--- src/rtl/fetch_stage.sv ---
// Instruction fetch stage: credit-limited request issue, in-order response
// capture into a small instruction buffer, and redirect flush with drop count.
module fetch_stage #(
  parameter logic [31:0] RESET_PC = 32'h0000_0000,
  parameter int          DEPTH    = 2
) (
  input  logic        clk,
  input  logic        rst,
  output logic        imem_req_valid,
  input  logic        imem_req_ready,
  output logic [31:0] imem_req_addr,
  input  logic        imem_rsp_valid,
  input  logic [31:0] imem_rsp_data,
  input  logic        redirect_valid,
  input  logic [31:0] redirect_pc,
  output logic        instr_valid,
  input  logic        instr_ready,
  output logic [31:0] instr,
  output logic [31:0] instr_pc
);

  localparam int CW = $clog2(DEPTH + 1);
  localparam int PW = (DEPTH > 1) ? $clog2(DEPTH) : 1;

  logic [31:0]   pc_q, pc_d;
  logic [CW-1:0] infl_q, infl_d;
  logic [CW-1:0] drop_q, drop_d;
  logic [CW-1:0] occ_q, occ_d;

  logic [31:0]   fpc_q [DEPTH];
  logic [31:0]   fpc_d [DEPTH];
  logic [31:0]   fwd_q [DEPTH];
  logic [31:0]   fwd_d [DEPTH];
  logic [PW-1:0] f_rd_q, f_rd_d;
  logic [PW-1:0] f_wr_q, f_wr_d;

  logic [31:0]   pq_q [DEPTH];
  logic [31:0]   pq_d [DEPTH];
  logic [PW-1:0] q_rd_q, q_rd_d;
  logic [PW-1:0] q_wr_q, q_wr_d;

  logic          req_ok;
  logic          acc;
  logic          rsp_ok;
  logic          keep;
  logic          pop;
  logic [CW:0]   credit;

  function automatic logic [PW-1:0] nxt(input logic [PW-1:0] p);
    return (p == PW'(DEPTH - 1)) ? '0 : p + PW'(1);
  endfunction

  assign credit = {1'b0, infl_q} + {1'b0, occ_q};
  assign req_ok = !rst && !redirect_valid &&
                  (credit < (CW + 1)'(DEPTH));
  assign acc    = req_ok && imem_req_ready;
  assign rsp_ok = imem_rsp_valid && (infl_q != '0);
  assign keep   = rsp_ok && !redirect_valid && (drop_q == '0);
  assign pop    = instr_valid && instr_ready;

  assign imem_req_valid = req_ok;
  assign imem_req_addr  = pc_q;
  assign instr_valid    = (occ_q != '0);
  assign instr          = instr_valid ? fwd_q[f_rd_q] : 32'h0;
  assign instr_pc       = instr_valid ? fpc_q[f_rd_q] : 32'h0;

  always_comb begin
    pc_d   = pc_q;
    drop_d = drop_q;
    fpc_d  = fpc_q;
    fwd_d  = fwd_q;
    f_rd_d = f_rd_q;
    f_wr_d = f_wr_q;
    pq_d   = pq_q;
    q_rd_d = q_rd_q;
    q_wr_d = q_wr_q;
    infl_d = infl_q + CW'(acc) - CW'(rsp_ok);
    occ_d  = occ_q + CW'(keep) - CW'(pop);
    if (acc) begin
      pc_d         = pc_q + 32'd4;
      pq_d[q_wr_q] = pc_q;
      q_wr_d       = nxt(q_wr_q);
    end
    if (rsp_ok) begin
      q_rd_d = nxt(q_rd_q);
      if (!keep && drop_q != '0)
        drop_d = drop_q - CW'(1);
    end
    if (keep) begin
      fpc_d[f_wr_q] = pq_q[q_rd_q];
      fwd_d[f_wr_q] = imem_rsp_data;
      f_wr_d        = nxt(f_wr_q);
    end
    if (pop)
      f_rd_d = nxt(f_rd_q);
    // Everything still outstanding after this edge belongs to the old path.
    if (redirect_valid) begin
      pc_d   = {redirect_pc[31:2], 2'b00};
      f_rd_d = '0;
      f_wr_d = '0;
      occ_d  = '0;
      drop_d = infl_d;
    end
  end

  always_ff @(posedge clk or posedge rst) begin
    if (rst) begin
      pc_q   <= RESET_PC;
      infl_q <= '0;
      drop_q <= '0;
      occ_q  <= '0;
      f_rd_q <= '0;
      f_wr_q <= '0;
      q_rd_q <= '0;
      q_wr_q <= '0;
      for (int i = 0; i < DEPTH; i++) begin
        fpc_q[i] <= '0;
        fwd_q[i] <= '0;
        pq_q[i]  <= '0;
      end
    end else begin
      pc_q   <= pc_d;
      infl_q <= infl_d;
      drop_q <= drop_d;
      occ_q  <= occ_d;
      f_rd_q <= f_rd_d;
      f_wr_q <= f_wr_d;
      q_rd_q <= q_rd_d;
      q_wr_q <= q_wr_d;
      fpc_q  <= fpc_d;
      fwd_q  <= fwd_d;
      pq_q   <= pq_d;
    end
  end

endmodule

--- config.mk ---
export PLATFORM = sky130hd
export DESIGN_NAME = fetch_stage
export DESIGN_NICKNAME = d
export VERILOG_FILES = /design/src/rtl/fetch_stage.sv
export SDC_FILE = /design/constraint.sdc
export NUM_CORES = 1
export LEC_CHECK = 0
export ABC_AREA = 0
export CORE_MARGIN = 2
export CORE_UTILIZATION = 54
export DETAILED_ROUTE_END_ITERATION = 7
export GPL_TIMING_DRIVEN = 1
export PLACE_DENSITY = 0.84
export SLEW_MARGIN = 10
export SYNTH_ARGS = -nofsm -noshare
export SYNTH_HDL_FRONTEND = slang
export SYNTH_SLANG_ARGS = --single-unit
--- constraint.sdc ---
create_clock -name clk -period 10.61 [get_ports clk]
set_clock_uncertainty 0.05 [all_clocks]
set_input_delay 2.122 -clock clk [delete_from_list [all_inputs] [get_ports clk]]
set_output_delay 2.122 -clock clk [all_outputs]
set_load 0.01 [all_outputs]
* After elaboration in Yosys (flattened, before gate mapping)
Index checks and enable logic that the tools add are counted.
Storage, ports and cells: bits in registers 234, bits of input ports 70, logic and storage cells 91, output and inout port bits 98
Cells by class: reduce and logical (&&, ||, !) cells 23, add/subtract/negate cells 11, bitwise operators 4, mux-type cells 32, magnitude comparators 7
Operators by type and width (number):
- $mux W32 | 15
- $bwmux W64 | 3
- $demux W32 S1 | 2
- $add A32 B3 Y32 const B | 1
- $reduce_bool A2 Y1 | 8
- $logic_and A1 B1 Y1 | 10
- $ge A2 B2 Y1 const B | 4
- $mux W1 | 8
- $mux W2 | 4
- $not A1 Y2 | 4
- $add A1 B1 Y1 const B | 4
- $add A2 B1 Y2 | 2
- $lt A2 B1 Y1 const B | 2
- $sub A2 B1 Y2 | 2
- $add A2 B2 Y3 | 1
- $logic_not A1 Y1 | 3
- $lt A3 B2 Y1 const B | 1
- $logic_not A2 Y1 | 1
- $reduce_and A2 Y1 | 1
- $sub A2 B1 Y2 const B | 1

* Longest topological paths before layout
Gate-level depths: netlist (run 1).
word-level depth 9, depth in mapped cells 13, depth with buffers taken out 12

* Worst setup path before layout (run 1)
OpenSTA, ideal clock, no wires.
path type input-to-output, from input port redirect_valid, to output port imem_req_valid, stages on the path 2, data arrival time 2558 ps, required time 8438 ps, path slack 5880 ps, path buffers 1, cells stage by stage buf_6 > nor4_4
On the way: word-level cells in the longest chain between the ends 3
RTL lines:
- from (decl) | RTL line 14 | input logic redirect_valid,
- $logic_not A1 Y1 | RTL line 54 | assign req_ok = !rst && !redirect_valid &&
- $logic_and A1 B1 Y1 (2 in series) | RTL line 54
- to (decl) | RTL line 9 | output logic imem_req_valid,
Every way passes these cells.

* Worst setup path in the final report (run 1)
Same ends and word-level chain as after synthesis.

==> impl_results.md, run 1 <==
- Sum Neg Setup Slack: 0 ns
- Post-synthesis cell area: between 10,000 and 15,000 µm²
- First-pass GRT wire length: approximately 38,000 µm
- Sw frac: about a third
- Initial antenna violation count: 0
- Top-area cell type share of the netlist area: a little over half
- Final ANT Viol Nets: 0
- Post-cts resize count: 0
- DR WL/cell: around 18 µm
- Post-Syn Instances: around 900
- Final Cycle Share: between 50% and 60%
- Crit start category: primary input
- Layout area overhead: 23.9%
- Total Power: between 0.003 and 0.004 W
- Crit path max-delay cell type: clkdlybuf4s50_1
- Cell Chain, Critical Path: clkdlybuf4s50_1 > buf_4 > nor4_4 > clkdlybuf4s50_1
- Root Buffer: clkbuf_16
- CP endpoint kind: output port
- Yosys warning count: 0
- Worst-Margin Slew: 1.05 ns
- Vias in the first global route: roughly 7,400
- DR iter-0 viols: between 400 and 500
- Synthesized flop and latch total: ~220
- Final WL: about 23,000 µm
- PortBufs: about 160
- Die span in x: around 140 µm
- Setup Slack @ Placement: 4.74 ns
- Avg Inst Size Synth: between 10 and 15 µm²
- Worst hold path type: register to register
- Pre-antenna DRT Iters: 5
- Top-count cell post-synth: dfrtp_1
- Routability congestion estimate: between 0.8 and 0.9
- Most frequent cells after synthesis: 224 x dfrtp_1, 121 x mux2_2, 112 x nor2_1, 96 x mux2i_1, 66 x nand2_1
- Critical Path AT: approximately 3.7 ns
- DP Cell Count: 1,252
- Post-synth EDFFs: 0
- Top_reg_cell synth: dfrtp_1
- Clock transition at path regs: 0.06 ns
- Clk_lat worst skew: about 0.5 ns
- Initial Util: between 50% and 60%
- Max-cap violation count: 0
- Clock buffer depth: 3
- CP peak stage delay: around 0.58 ns
- Diodes inserted: 0
- Fmax: 170 MHz
- FFs w/ async S/R, synth: between 90% and 100%
- Vias/cell: around 5.7
- Seq/Total Area, Yosys: ~54%
- TritonCTS sink count: approximately 220
- # IOs: approximately 170
- Placed inst area: about 12,000 µm²
- Switching power total: between 0.001 and 0.0015 W
- Final non-filler cell total: ~1,300
- Final Instance Area: approximately 13,000 µm²
- Core Box Area: 18,800 µm²
- Cell variety after synth: 49
- Total CTS buffers: 23
- Post-DP HPWL: 14,700 µm
- Site row count: 50
- Final Hold Vio Count: 0
- Layout cells sized above 1: between 15 and 20%
- CTS tree: yes
- Synth area leader: dfrtp_1
- RSZ-0062 raised after global routing: no
- DRC errors left: 0
- Int Pwr: 0.00240 W
- Max transition margin: about 30%
- Critical Path RT: between 8 and 9 ns
- CP most frequent cell: clkdlybuf4s50_1
- Peak VDD IR: approximately 0.14 mV
- Via Count: around 7,400
- H-tree levels: 1
- Synth area leaders: dfrtp_1 54%, mux2_2 13%, mux2i_1 9.3%, nor2_1 4.1%, nand2_1 2.4%
- Die height: 142 µm
- Pwr/cell area: approximately 280 nW/µm²
- Worst Slack Setup Final: around 4.7 ns
- Post-CTS Setup Inserts: 0
- Min Tclk post-route: just under 6 ns
- Largest net degree at the start of global routing: 141
- Clk pwr share: between 20 and 25%
- Hold buffers post-CTS: 0
- Comb power frac: a little over a third
- Lkg Pwr: between 5 and 6 nW
- Max FO, Critical Path: 46
- Post-layout nets: between 1,000 and 1,500
- Worst setup path class: primary input to output port
- Total gr overflow: 0
- Die area: just over 20,000 µm²
- Gr usage total: around 23%
- Pins Over Slew Limit: 0
- Sequential power share: between 40 and 50%
- Status: complete, no violations
- Final count of negative-setup-slack endpoints: 0
[per-layer routing]
metal | share of wire (%) | track usage [%]
met1 | 45 | 31.5
met2 | 47 | 38.7
met3 | 7.0 | 3.70
met4 | 1.8 | 5.26
met5 | 0 | 0
[critical path: cells and delay by family]
kind	cells	cell delay, ns
simple gates	1	0.33
buf+inv	3	1.26
[sequential cells by signal (all words and copies together) (netlist names)]
name and flops:
drop_q 2, f_rd_q 1, f_wr_q 1, fpc_q 60, fwd_q 64, imem_req_addr 30
infl_q 2, occ_q 2, pq_q 60, q_rd_q 1, q_wr_q 1
[stage by stage]
stage,util [%],hold slack (ns)
after global routing,68.2,0.445
final,68.2,0.427
after CTS,68.2,0.432
after global placement,64.1,0.411
after detailed placement,64.1,0.419
after floorplan,-,0.399
[path summary, 6_finish.rpt]
kind	from	to	slack, ns	depth (start not counted)
setup / recovery	redirect_valid	imem_req_valid	4.72	4
hold reg to reg	pq_q[36]	pq_q[36]	0.43	2
hold / removal	pq_q[36]	pq_q[36]	0.43	2
min in group asynchronous	rst	imem_req_addr[19]	2.25	2
setup reg to reg	occ_q[0]	drop_q[1]	7.06	12
max in group asynchronous	rst	f_rd_q	6.50	3
[cell type report]
class	count	area, µm²
Clock buffer	35	701
Tap cell	234	293
Sequential cell	224	5610
Timing Repair Buffer	169	1670
Inverter	12	52.6
Clock inverter	6	58.8
Fill cell	1413	5970
Multi-Input combinational cell	613	4410
[placed cells by master (no fill, tap or decap), types with 16 or more instances in the layout]
master           instances
mux2i_1                 96
clkdlybuf4s50_1        161
mux2_2                 121
nor2_1                 110
nand2_1                 65
clkbuf_16               23
nand4_1                 16
a21oi_1                 35
o21ai_0                 49
nand3_1                 25
dfrtp_1                223
[power groups by stage]
stage | registers (W) | clock network (W) | logic (W)
after CTS | 0.00148 | 0.000810 | 0.00131
after global placement | 0.00146 | 0 | 0.00126
after detailed placement | 0.00149 | 0 | 0.00130
final | 0.00148 | 0.000790 | 0.00130
after global routing | 0.00152 | 0.000844 | 0.00142
after floorplan | 0.00140 | 0 | 0.000882
[cells by family (layout without fill, tap and decap cells)]
| kind of cell | after synthesis | after routing | share of synthesized area, % |
|---|---|---|---|
| buffers and inverters | 82 | 222 | 3.37 |
| other | 1 | 4 | 0.0363 |
| flip-flops | 224 | 224 | 54.3 |
| AND/OR/NAND/NOR | 258 | 258 | 11.4 |
| multiplexers | 217 | 217 | 22.5 |
| adder cells (fa/ha/maj) | 7 | 7 | 0.921 |
| XOR/XNOR | 9 | 9 | 0.763 |
| AO/OA/AOI/OAI | 118 | 118 | 6.80 |
(Power assumes the default switching activity.)
==> run 2, diff against run 1 <==
--- a/config.mk
+++ b/config.mk
@@ -7,10 +7,10 @@
 export LEC_CHECK = 0
 export ABC_AREA = 0
 export CORE_MARGIN = 2
-export CORE_UTILIZATION = 54
+export CORE_UTILIZATION = 49
 export DETAILED_ROUTE_END_ITERATION = 7
 export GPL_TIMING_DRIVEN = 1
-export PLACE_DENSITY = 0.84
+export PLACE_DENSITY = 0.8
 export SLEW_MARGIN = 10
 export SYNTH_ARGS = -nofsm -noshare
 export SYNTH_HDL_FRONTEND = slang
==> constraint.sdc (replaced) <==
create_clock -name clk -period 5 [get_ports clk]
set_clock_uncertainty 0.05 [all_clocks]
set_input_delay 1 -clock clk [delete_from_list [all_inputs] [get_ports clk]]
set_output_delay 1 -clock clk [all_outputs]
set_load 0.01 [all_outputs]
==> run 2 against run 1 <==
Compared with the run above: non-clock buffer count is 8 higher; sequential share of layout area is 0.71 points lower; sequential cell count stayed put; design area is 1.7% higher; critical path depth is 1 lower; highest routed layer unchanged; clock power is 130% higher; sequential power is 110% higher; worst setup slack worse by 3.5 ns; cell count is 3.9% higher; die area is 9.9% higher; register-to-register slack worse by 5.4 ns; combinational power is 110% higher.
==> impl_results.md, run 2 (synthesis gave the netlist of run 1 again) <==
- Status: complete, no violations
- Filler cell count: 1,679 (+19%)
- Setup Slack @ Placement: 0.966 ns (-3.77 ns)
- Post-CTS Setup Inserts: 0 (unchanged)
- Initial antenna violation count: 0 (unchanged)
- CP endpoint kind: output port
- Post-cts resize count: 0 (unchanged)
- Site row count: 53 (+6.0%)
- Routability congestion estimate: 0.848 (-1.8%)
- Total gr overflow: 0 (unchanged)
- Layout cells sized above 1: 17.3% (+0.61 points)
- Layout area overhead: 25.9%
- Post-DP HPWL: 14,700 µm (-0.28%)
- Cell family with most CP delay: buffers and inverters
- Critical path buffers and inverters: 2 (-1)
- Final Hold Vio Count: 0 (unchanged)
- Gr usage total: 20.5% (-2.4 points)
- Pwr/cell area: 593 nW/µm² (+110%)
- Final WL: 22,700 µm (-1.5%)
- Worst-Margin Slew: 0.861 ns (-0.191 ns)
- Final Cycle Share: 74.7%
- PortBufs: 161 (unchanged)
- Sum Neg Setup Slack: 0 ns (unchanged)
- TritonCTS sink count: 224 (unchanged)
- Vias in the first global route: 7,252 (-1.6%)
- Die span in x: 149 µm (+4.8%)
- Lkg Pwr: 5.63 nW (+1.3%)
- Die height: 149 µm (+4.8%)
- Largest register FFs: 64 (unchanged)
- H-tree levels: 1 (unchanged)
- Worst setup path class: primary input to output port
- Pre-antenna DRT Iters: 5 (unchanged)
- Crit path max-delay cell type: clkdlybuf4s50_1
- First-pass GRT wire length: 36,900 µm (-1.8%)
- Total Power: 0.00771 W (+120%)
- DRC errors left: 0 (unchanged)
- CP peak stage delay: 0.71 ns (+0.13 ns)
- Largest net degree at the start of global routing: 137 (-2.8%)
- Pins Over Slew Limit: 0 (unchanged)
- Worst hold path type: register to register
- Clock transition at path regs: 0.05 ns (about the same)
- Final count of negative-setup-slack endpoints: 0 (unchanged)
- Max FO, Critical Path: 15 (-67%)
- Seq. cell area: 5610 µm² (unchanged)
- Critical Path RT: 3.95 ns (-4.49 ns)
- Cell Chain, Critical Path: clkdlybuf4s50_1 > nor4_4 > clkdlybuf4s50_1
- Final core utilization: 62.5% (-5.7 points)
- Worst Slack Setup Final: 1.27 ns (-3.46 ns)
- Peak VDD IR: 0.290 mV (+110%)
- Total CTS buffers: 24 (+4.3%)
- Core Box Area: 20,800 µm² (+11%)
- Final ANT Viol Nets: 0 (unchanged)
- Diodes inserted: 0 (unchanged)
- Critical Path AT: 2.68 ns (-1.03 ns)
- Multi-input logic area: 4410 µm² (about the same)
- # IOs: 168 (unchanged)
- Via Count: 7,428 (-0.013%)
- Clock buffer depth: 3 (unchanged)
- DR WL/cell: 16.9 µm (-5.2%)
- CTS tree: yes
- RSZ-0062 raised after global routing: no
- Max-cap violation count: 0 (unchanged)
- Initial Util: 49.6% (-5.4 points)
- CP most frequent cell: clkdlybuf4s50_1
- Die area: 22,300 µm² (+9.9%)
- Root Buffer: clkbuf_16
- DR iter-0 viols: 380 (-14%)
- Fmax: 268 MHz
- Clk_lat worst skew: 0.51 ns (about the same)
- Most frequent cells in the layout: 223 x dfrtp_1, 161 x clkdlybuf4s50_1, 121 x mux2_2
- Crit start category: primary input
- Hold buffers post-CTS: 0 (unchanged)
- Min Tclk post-route: 3.73 ns
- Post-layout nets: 1,129 (+0.80%)
- Most common cell after layout, fill and taps aside: dfrtp_1
- Top flop regs: fwd_q: 64 flops, fpc_q: 60 flops, pq_q: 60 flops
- Vias/cell: 5.53 (-3.7%)
- Largest reg by FF count: fwd_q
- Max transition margin: 42.6% (+13 points)
-- run 2: final timing paths --
path | start | to | slack [ns] | cells past startpoint
hold / removal | q_rd_q | q_rd_q | 0.42 | 1
hold reg to reg | q_rd_q | q_rd_q | 0.42 | 1
min in group asynchronous | rst | imem_req_addr[17] | 1.04 | 3
max in group asynchronous | rst | f_rd_q | 3.19 | 3
setup / recovery | redirect_valid | imem_req_valid | 1.27 | 3
setup reg to reg | occ_q[0] | drop_q[1] | 1.70 | 13
-- run 2: cell type report --
class | count | area share [%]
sequential | 224 | 43.1
inverter | 12 | 0.375
tap | 275 | 2.64
timing repair buffer | 177 | 13.6
clock inverter | 5 | 0.596
clock buffer | 37 | 5.77
multi-input combinational | 613 | 33.9
-- run 2: per-layer routing --
| metal | GRT usage, % | routed length, µm | vias up | share of wire, % |
|---|---|---|---|---|
| met5 | 0 | 0 | - | 0 |
| met4 | 5.00 | 365 | 0 | 1.6 |
| met3 | 2.81 | 1470 | 26 | 6.5 |
| met2 | 32.6 | 10200 | 288 | 45 |
| met1 | 29.9 | 10600 | 3630 | 47 |
| li1 | - | - | 3484 | - |
-- run 2: metrics by stage --
| step | std cells | instance area (µm²) | hold slack, ns |
|---|---|---|---|
| after CTS | 1343 | 13000 | 0.426 |
| after detailed placement | 1301 | 12200 | 0.414 |
| after global placement | 1301 | 12200 | 0.410 |
| after floorplan | 919 | 10300 | 0.399 |
| after global routing | 1343 | 13000 | 0.439 |
| final | 1343 | 13000 | 0.423 |
-- run 2: report_power, final --
part           leakage, nW  total [W]  switching, W  internal [W]
combinational         2.39    0.00274       0.00125       0.00149
sequential            2.83    0.00315      0.000548       0.00261
clock                0.407    0.00182      0.000687       0.00113
total                 5.63    0.00771       0.00248       0.00523
==> run 3, diff against run 2 <==
==> constraint.sdc (replaced) <==
create_clock -name clk -period 3.4 [get_ports clk]
set_clock_uncertainty 0.05 [all_clocks]
set_input_delay 0.68 -clock clk [delete_from_list [all_inputs] [get_ports clk]]
set_output_delay 0.68 -clock clk [all_outputs]
set_load 0.01 [all_outputs]
==> run 3 against run 2 <==
Compared with the run above: wire length grew 3.4%; critical path depth rose by 1; non-clock buffer count rose by 8; sequential power up 47%; combinational power grew 51%; largest power group unchanged.
==> impl_results.md, run 3 (synthesis gave the netlist of run 1 again) <==
- First-pass GRT wire length: 38,300 µm (+3.8%)
- Worst setup path class: register to output port
- Worst Slack Setup Final: 0.213 ns (-1.05 ns)
- DR WL/cell: 17.3 µm (+2.6%)
- Min Tclk post-route: between 3 and 4 ns
- H-tree levels: 1 (unchanged)
- # IOs: 168 (unchanged)
- PortBufs: 161 (unchanged)
- Crit start category: register
- Largest net degree at the start of global routing: 93 (-32%)
- CP endpoint kind: output port
- Post-layout nets: 1,137 (+0.71%)
- Clock buffer depth: 3 (unchanged)
- Largest register FFs: 64 (unchanged)
- Pins Over Slew Limit: 0 (unchanged)
- Max transition margin: 45.7% (+3.2 points)
- Most frequent cells in the layout: 223 x dfrtp_1, 161 x clkdlybuf4s50_1, 121 x mux2_2
- DRC errors left: 0 (unchanged)
- Largest reg by FF count: fwd_q
- Peak VDD IR: 0.474 mV (+64%)
- Final WL: 23,400 µm (+3.4%)
- Vias/cell: 5.56 (+0.54%)
- DP Cell Count: 1,309 (+0.61%)
- Placed inst area: 12,300 µm² (+0.90%)
- Initial antenna violation count: 0 (unchanged)
- Diodes inserted: 0 (unchanged)
- Hold_ws: 0.427 ns (+0.00368 ns)
- Root Buffer: clkbuf_16
- CP peak stage delay: 0.58 ns (-0.13 ns)
- Post-CTS Setup Inserts: 0 (unchanged)
- Site row count: 53 (unchanged)
- Vias in the first global route: 7,463 (+2.9%)
- Sum Neg Setup Slack: 0 ns (unchanged)
- Clock transition at path regs: 0.06 ns (about the same)
- Total gr overflow: 0 (unchanged)
- Hold buffers post-CTS: 0 (unchanged)
- CTS tree: yes
- Layout area overhead: 27.0%
- RSZ-0062 raised after global routing: no
- DR iter-0 viols: 358 (-5.8%)
- Total CTS buffers: 24 (unchanged)
- Max FO, Critical Path: 3 (-12)
- Lkg Pwr: 5.68 nW (+1.0%)
- Critical Path AT: 2.46 ns (-0.22 ns)
- Max-cap violation count: 0 (unchanged)
- Final Hold Vio Count: 0 (unchanged)
- Crit path max-delay cell type: clkdlybuf4s50_1
- Post-DP HPWL: 15,600 µm (+6.4%)
- Post-cts resize count: 0 (unchanged)
- Die height: 149 µm (unchanged)
- Fmax: approximately 310 MHz
- Core Box Area: 20,800 µm² (unchanged)
- Gr usage total: 21.3% (+0.84 points)
- Setup Slack @ Placement: 0.294 ns (-0.673 ns)
- Final ANT Viol Nets: 0 (unchanged)
- Die span in x: 149 µm (unchanged)
- Critical Path RT: 2.67 ns (-1.28 ns)
- Worst-Margin Slew: 0.813 ns (-0.0482 ns)
- Top flop regs: fwd_q: 64 flops, fpc_q: 60 flops, pq_q: 60 flops
- Die area: 22,300 µm² (unchanged)
- Final Instance Area: 13,100 µm² (+0.87%)
- Most common cell after layout, fill and taps aside: dfrtp_1
- Worst hold path type: register to register
- Final non-filler cell total: 1,353 (+0.74%)
- Routability congestion estimate: 0.836 (-1.4%)
- Pwr/cell area: 873 nW/µm² (+47%)
- Initial Util: 49.6% (unchanged)
- Layout cells sized above 1: 18.1% (+0.77 points)
- Status: complete, no violations
- TritonCTS sink count: 224 (unchanged)
- Clk_lat worst skew: 0.51 ns (about the same)
- Pre-antenna DRT Iters: 5 (unchanged)
- Final count of negative-setup-slack endpoints: 0 (unchanged)
- Final Cycle Share: between 90% and 100%
- Via Count: 7,524 (+1.3%)
- Cell Chain, Critical Path: and2_1 > fa_1 > nor4_4 > clkdlybuf4s50_1
[run 3: cell types whose count changed in the layout (fill, tap and decap cells not counted), sizes merged]
| cell | delta |
|---|---|
| buf | +8 |
| clkbuf | -4 |
| clkinv | +3 |
| inv | +2 |
| bufinv | +1 |
[run 3: routing by layer]
layer / track usage, % / vias up / share of wire, %
met3: 3.94 / 30 / 7.4
met4: 5.05 / 0 / 1.6
li1: - / 3511 / -
met2: 34.3 / 303 / 46
met5: 0 / - / 0
met1: 30.2 / 3680 / 45
[run 3: path summary, 6_finish.rpt]
check / start / end / slack (ns) / depth (start not counted)
worst min-delay path: fpc_q[8] / fpc_q[8] / 0.43 / 2
worst max register to register: occ_q[0] / drop_q[1] / 0.58 / 12
max in group asynchronous: rst / fwd_q[61] / 1.86 / 3
worst min register to register: fpc_q[8] / fpc_q[8] / 0.43 / 2
worst max-delay path: occ_q[0] / imem_req_valid / 0.21 / 4
min in group asynchronous: rst / imem_req_addr[15] / 0.60 / 2
[run 3: area by class of cell]
type	instances	area [µm²]
repair buffers	185	1880
fillers	1647	7700
flip-flops and latches	224	5610
clock inverters	11	143
multi-input cells	613	4410
clock buffers	33	686
inverters	12	48.8
well taps	275	344
[run 3: per-stage QoR]
step,utilization (%),total power [W]
global route,63.0,0.0122
CTS,63.0,0.0116
global placement,59.0,0.00860
finish,63.0,0.0115
floorplan,-,0.00712
detailed placement,59.0,0.00881
[run 3: critical path, delay by kind of cell (launching register included)]
kind          cells  cell delay, ns
fa+ha+maj         1            0.52
simple gates      2            0.45
flops             1            0.42
buf+inv           1            0.58
[run 3: power breakdown]
part | total, W | switching (W) | internal (W)
Clock | 0.00269 | 0.00105 | 0.00165
Combinational | 0.00414 | 0.00191 | 0.00223
Sequential | 0.00462 | 0.000786 | 0.00383
